[src/rtl/alu_arbiter.sv]
// Round-robin arbiter sharing one combinational ALU between two requesters.
// Optional result flags (zero/neg/parity) are enabled by defining ALU_FLAGS_EN.
module alu_arbiter #(
    parameter int DW = 16,
    parameter int CW = 4
) (
    input  logic          clk,
    input  logic          rst_n,
    input  logic          req0_valid,
    output logic          req0_ready,
    input  logic [CW-1:0] req0_ctrl,
    input  logic [DW-1:0] req0_a,
    input  logic [DW-1:0] req0_b,
    input  logic          req1_valid,
    output logic          req1_ready,
    input  logic [CW-1:0] req1_ctrl,
    input  logic [DW-1:0] req1_a,
    input  logic [DW-1:0] req1_b,
    output logic [CW-1:0] alu_ctrl,
    output logic [DW-1:0] alu_din1,
    output logic [DW-1:0] alu_din2,
    input  logic [DW-1:0] alu_dout,
    output logic          resp_valid,
    input  logic          resp_ready,
    output logic          resp_id,
    output logic [DW-1:0] resp_data,
    output logic          busy
`ifdef ALU_FLAGS_EN
    ,
    output logic          resp_zero,
    output logic          resp_neg,
    output logic          resp_parity
`endif
);

    typedef enum logic [1:0] {
        IDLE,
        EXEC,
        RESP
    } state_e;

    state_e        state_q;
    logic          last_grant_q;
    logic [CW-1:0] ctrl_q;
    logic [DW-1:0] a_q;
    logic [DW-1:0] b_q;
    logic          id_q;
    logic [DW-1:0] data_q;
    logic          resp_valid_q;
    logic          busy_q;
    logic          grant;
    logic          accept;
`ifdef ALU_FLAGS_EN
    logic          zero_q;
    logic          neg_q;
    logic          parity_q;
`endif

    // With both valid, the requester not served last time wins.
    always_comb begin
        grant = 1'b0;
        if (req0_valid && req1_valid) begin
            grant = ~last_grant_q;
        end else begin
            grant = req1_valid;
        end
    end

    assign req0_ready = (state_q == IDLE) && !grant && req0_valid;
    assign req1_ready = (state_q == IDLE) &&  grant && req1_valid;
    assign accept     = req0_ready || req1_ready;

    always_ff @(posedge clk or negedge rst_n) begin
        if (!rst_n) begin
            state_q      <= IDLE;
            last_grant_q <= 1'b1;
            ctrl_q       <= '0;
            a_q          <= '0;
            b_q          <= '0;
            id_q         <= 1'b0;
            data_q       <= '0;
            resp_valid_q <= 1'b0;
            busy_q       <= 1'b0;
`ifdef ALU_FLAGS_EN
            zero_q       <= 1'b0;
            neg_q        <= 1'b0;
            parity_q     <= 1'b0;
`endif
        end else begin
            case (state_q)
                IDLE: begin
                    if (accept) begin
                        ctrl_q       <= grant ? req1_ctrl : req0_ctrl;
                        a_q          <= grant ? req1_a    : req0_a;
                        b_q          <= grant ? req1_b    : req0_b;
                        id_q         <= grant;
                        last_grant_q <= grant;
                        busy_q       <= 1'b1;
                        state_q      <= EXEC;
                    end
                end
                EXEC: begin
                    data_q       <= alu_dout;
`ifdef ALU_FLAGS_EN
                    zero_q       <= (alu_dout == '0);
                    neg_q        <= alu_dout[DW-1];
                    parity_q     <= ^alu_dout;
`endif
                    resp_valid_q <= 1'b1;
                    state_q      <= RESP;
                end
                RESP: begin
                    if (resp_ready) begin
                        resp_valid_q <= 1'b0;
                        busy_q       <= 1'b0;
                        state_q      <= IDLE;
                    end
                end
                default: begin
                    resp_valid_q <= 1'b0;
                    busy_q       <= 1'b0;
                    state_q      <= IDLE;
                end
            endcase
        end
    end

    assign alu_ctrl   = ctrl_q;
    assign alu_din1   = a_q;
    assign alu_din2   = b_q;
    assign resp_valid = resp_valid_q;
    assign resp_id    = id_q;
    assign resp_data  = data_q;
    assign busy       = busy_q;
`ifdef ALU_FLAGS_EN
    assign resp_zero   = zero_q;
    assign resp_neg    = neg_q;
    assign resp_parity = parity_q;
`endif

endmodule

[config.mk]
export PLATFORM = sky130hd
export DESIGN_NAME = alu_arbiter
export DESIGN_NICKNAME = d
export VERILOG_FILES = /design/src/rtl/alu_arbiter.sv
export SDC_FILE = /design/constraint.sdc
export NUM_CORES = 1
export LEC_CHECK = 0
export ABC_CLOCK_PERIOD_IN_PS = 1650
export BUFFER_PORTS_ARGS = -buffer_cell sky130_fd_sc_hd__buf_4
export CAP_MARGIN = 40
export CORE_UTILIZATION = 40
export DETAILED_ROUTE_END_ITERATION = 8
export PLACE_DENSITY_LB_ADDON = 0.3
export SLEW_MARGIN = 20
export SYNTH_ARGS = -nofsm -noshare
export SYNTH_HDL_FRONTEND = slang
export SYNTH_SLANG_ARGS = --single-unit
[constraint.sdc]
create_clock -name clk -period 1.65 [get_ports clk]
set_clock_uncertainty 0.05 [all_clocks]
set_input_delay 0.2475 -clock clk [delete_from_list [all_inputs] [get_ports clk]]
set_output_delay 0.2475 -clock clk [all_outputs]
set_load 0.02 [all_outputs]
# Word level (Yosys, flattened, before mapping)
# Index checks and enable logic that the tools add are counted.
# op_classes
n_eq_ne	4
n_mux	11
bitwise	3
reduce_logical	12
# op_table
operator	n
$mux W16	2
$pmux W1 S3	2
$pmux W2 S3	1
$reduce_and A2 Y1	3
$logic_and A1 B1 Y1	5
$mux W2	2
$mux W4	1
$ne A2 B2 Y1 const B	2
$mux W1	3
$not A1 Y1	3
$reduce_and A3 Y1	1
$eq A2 B1 Y1 const B	1
$eq A2 B2 Y1 const B	1
$logic_not A2 Y1	1
$logic_not A1 Y1	1
$logic_or A1 B1 Y1	1
# word_totals
ff_bits	58
elab_cells	39

# Depth between registers and ports, before layout
# depth
depth_word	8
mapped_depth	5
depth_no_buf	3

# Worst setup path before layout
# OpenSTA, ideal clock, no wires.
# synth_path
path_kind	flip-flop to flip-flop
startpoint	register last_grant_q
endpoint	register ctrl_q[0], in the netlist alu_ctrl[0]
arrival_ns	1.482
t_required_ns	1.475
slack_ns	-0.007
path_stages_with_launch	6
period_less_slack_ns	1.657
cell_sequence	dfstp_2 a21bo_2 buf_6 buf_6 mux2_4 mux2_4
# synth_via
elab_chain_cells	7
elab_cells_between_ends	10
classes_between	mux: 2; bitwise: 1; reduce/logical: 7
# synth_rtl
item	line_no	source
start: declaration	43	logic last_grant_q;
start signal: assignment	97	last_grant_q <= grant;
$not A1 Y1 *	63	grant = ~last_grant_q;
$mux W1 *	62	if (req0_valid && req1_valid) begin
$logic_not A1 Y1	69	assign req0_ready = (state_q == IDLE) && !grant && req0_valid;
$logic_and A1 B1 Y1 (2 in a row)	69	
$logic_or A1 B1 Y1	71	assign accept = req0_ready || req1_ready;
$reduce_and A2 Y1 (no source line)	n/a	
end signal: assignment	93	ctrl_q <= grant ? req1_ctrl : req0_ctrl;
end: declaration	44	logic [CW-1:0] ctrl_q;
# Mark *: on every way between the ends. The rest lies on a longest branch, timed or not.
# A chain may end at the register's enable or synchronous reset.

# Worst setup path in the final report
# layout_path
startpoint	register state_q[1]
endpoint	output req0_ready
# layout_via
elab_chain_cells	3
# layout_rtl
item	line_no	source
start: declaration	42	state_e state_q;
start signal: assignment	75	state_q <= IDLE;
start signal: assignment	99	state_q <= EXEC;
start signal: assignment	110	state_q <= RESP;
$logic_not A2 Y1	69	
$logic_and A1 B1 Y1 (2 in a row)	69	
end: declaration	10	output logic req0_ready,
# Every way passes these cells.

==> flow_summary.ini <==
[sta]
fin_crit_sh_pct = 103
hold_viol_final = 0
slew_violations = 0
clock.fmax_mhz = 588
fin_ws_ns = -0.0502
setup_viol = 28
maxSlewHeadroom_pct = 77.2
rsz0062_at_grt = true
worstMarginPinSlew_ns = 0.342
finalCriticalPeriod_ns = 1.70
hold_ws_ns = 0.103

[setup_path]
crit_type = register to output port
cpMaxStageDelayCell = or3b_4
cp_data_required_time_ns = 1.35
slowest_delay_ns = 0.44
critPathLaunchType = register
worstPathMaxFanout = 3
worst-path-buf-inv = 1
crit_family = simple AND/OR/NAND/NOR gates
endpoint_kind = output port
arrival_ns = 1.40
path_cells = or3b_4, nor2b_4, buf_6

[run_status]
failed_checks = design-rule violations, negative setup slack
run_status = complete, but fails checks

[synthesis]
synthAdderAreaFrac_pct = 0
synthXorXnorAreaFrac_pct = 0
synth-simple-area-share_pct = 1.50
synthMuxAreaShare_pct = 41.0
synth_area_leaders = dfrtp_1 (52%), mux2_2 (21%), mux2_4 (20%), buf_6 (1.2%), buf_2 (1.1%)
synth_top_area_share_pct = 51.9
ys_ff_latch = 58
synth_cell_types = 16
yosys.area.top_type = dfrtp_1
syn_area_sq_um = 2750
synth_warnings = 0
synth-compound-area-share_pct = 2.09
ys_seq_area_share_pct = 52.8
synth_top_family_by_area = multiplexers
syn-mean-instance-area_sq_um = 16.0
synth_cells = 172
synth_nets = 265

[drt]
dr.pass1.iters = 6
wl_per_cell_microns = 16.5
drc_errors = 10
wirelength_microns = 6940
vias_per_cell = 4.85
vias = 2039
dr.first_iter.drc_count = 75
ant_nets = 0

[clock_tree]
clkTransAtPathRegs_ns = 0.07
clk_latency_ns = 0.32
cts_inserted_buffers = 9
cts_tree = built
htree_levels = 3
clkSinkCount = 58
cts_buffer_depth = 2
clockRootBuffer = clkbuf_8

[grt]
grt_max_degree = 35
grt_pass1_vias = 2172
antenna_found_initial = 0
grt.total_usage_pct = 19.3
grt_overflow = 0
grt_first_pass_wirelength_microns = 10600

[place]
port-buffer-count = 149
gp_congestion = 0.677
hpwlAfterDp_microns = 4830
place_ws_ns = -0.0645

[layout]
area_growth_pct = 63.0
n_antenna_cell = 0
layout_common_cells = buf_4 (150), mux2_4 (66), dfrtp_1 (56)
drive_above_1_share_pct = 80.2
fin_nets = 431
final_common_cell = buf_4
fillers = 470

[power_and_ir_drop]
peakVddDrop_uv = 886
power.density_nw_per_um2 = 1910
leakage_nw = 2.30

[floorplanning]
io-pin-count = 150
start_util_pct = 42.3
rows = 29
die_w_microns = 84.9
fp.dieArea_sq_um = 7210
chipHeight_microns = 84.9
core_area_sq_um = 6490

[worst_hold_path]
hold_class = primary input to register

[job]
maxCapViolations = 0
[sequential cells by signal, summed over array words and instances, names as in the netlist]
name and count:
alu_ctrl 4, alu_din1 16, alu_din2 16, busy 1, last_grant_q 1, resp_data 16
resp_id 1, resp_valid 1, state_q 2
[final timing paths]
check	startpoint	end	slack [ns]	cells after the start
worst max register to register	last_grant_q	alu_din1[0]	-0.04	5
worst min register to register	resp_valid	resp_valid	0.44	1
max in group asynchronous	rst_n	last_grant_q	0.66	3
worst max-delay path	state_q[1]	req0_ready	-0.05	3
min in group asynchronous	rst_n	alu_din1[9]	0.32	2
worst min-delay path	alu_dout[4]	resp_data[4]	0.10	2
[routing by layer]
metal / vias up / wire [microns] / GRT usage [%] / share of wire (%)
met1: 1008 / 2750 / 23.0 / 40
met3: 5 / 392 / 4.18 / 5.6
li1: 947 / - / - / -
met4: 0 / 48 / 6.93 / 0.69
met2: 79 / 3760 / 34.5 / 54
met5: - / 0 / 0 / 0
[layout make-up]
| class | instances | area [sq um] | share of cell area, % |
|---|---|---|---|
| multi-input combinational | 104 | 1370 | 30.5 |
| timing repair buffer | 165 | 1380 | 30.7 |
| clock inverter | 6 | 57.6 | 1.28 |
| sequential | 58 | 1450 | 32.4 |
| clock buffer | 10 | 128 | 2.85 |
| tap | 77 | 96.3 | 2.15 |
[metrics by stage]
stage               power (W)  utilization [%]  area [sq um]  TNS [ns]  instances
floorplan             0.00516                -          2750         0        172
global placement      0.00680             61.5          4000    -0.200        395
detailed placement    0.00691             61.5          4000    -0.886        395
CTS                   0.00839             67.1          4360    -0.230        417
global route          0.00905             69.0          4480     -1.51        420
finish                0.00858             69.0          4480    -0.696        420
[worst register-to-register path, cell delays in order (launching register included)]
cell and delay, ns:
dfstp_2 0.54, a21bo_4 0.16, buf_12 0.12, clkbuf_16 0.15
mux2_4 0.31, mux2_4 0.25
[synthesized netlist by cell type, drive strengths merged]
master	number
o21a	2
a21bo	1
dfrtp	57
a21o	3
nand2	2
buf	10
dfstp	1
nor3	1
mux2	88
o21ai	2
or3b	1
nor2b	2
nor2	2
[report_power, final]
part	internal [W]	total, W	switching [W]	leakage, nW
combinational	0.00267	0.00476	0.00209	1.53
clock	0.000686	0.00122	0.000533	0.0958
sequential	0.00218	0.00260	0.000423	0.675
[logic make-up (layout without fill, tap and decap cells)]
logic type / after synthesis / after routing
AOI/OAI and AO/OA: 8 / 8
buffers and inverters: 10 / 181
DFF: 58 / 58
muxes: 88 / 88
and+or+nand+nor: 8 / 8
[timing repair]
item	4_1_cts	5_1_grt
pin swaps	1	1
gates resized for setup	32	15
hold buffers	1	0
setup endpoints to repair	29	38
setup buffers	5	1
endpoints found under the hold margin	24	0
cloned	0	2
No activity file was read; power rests on OpenSTA's default activity.
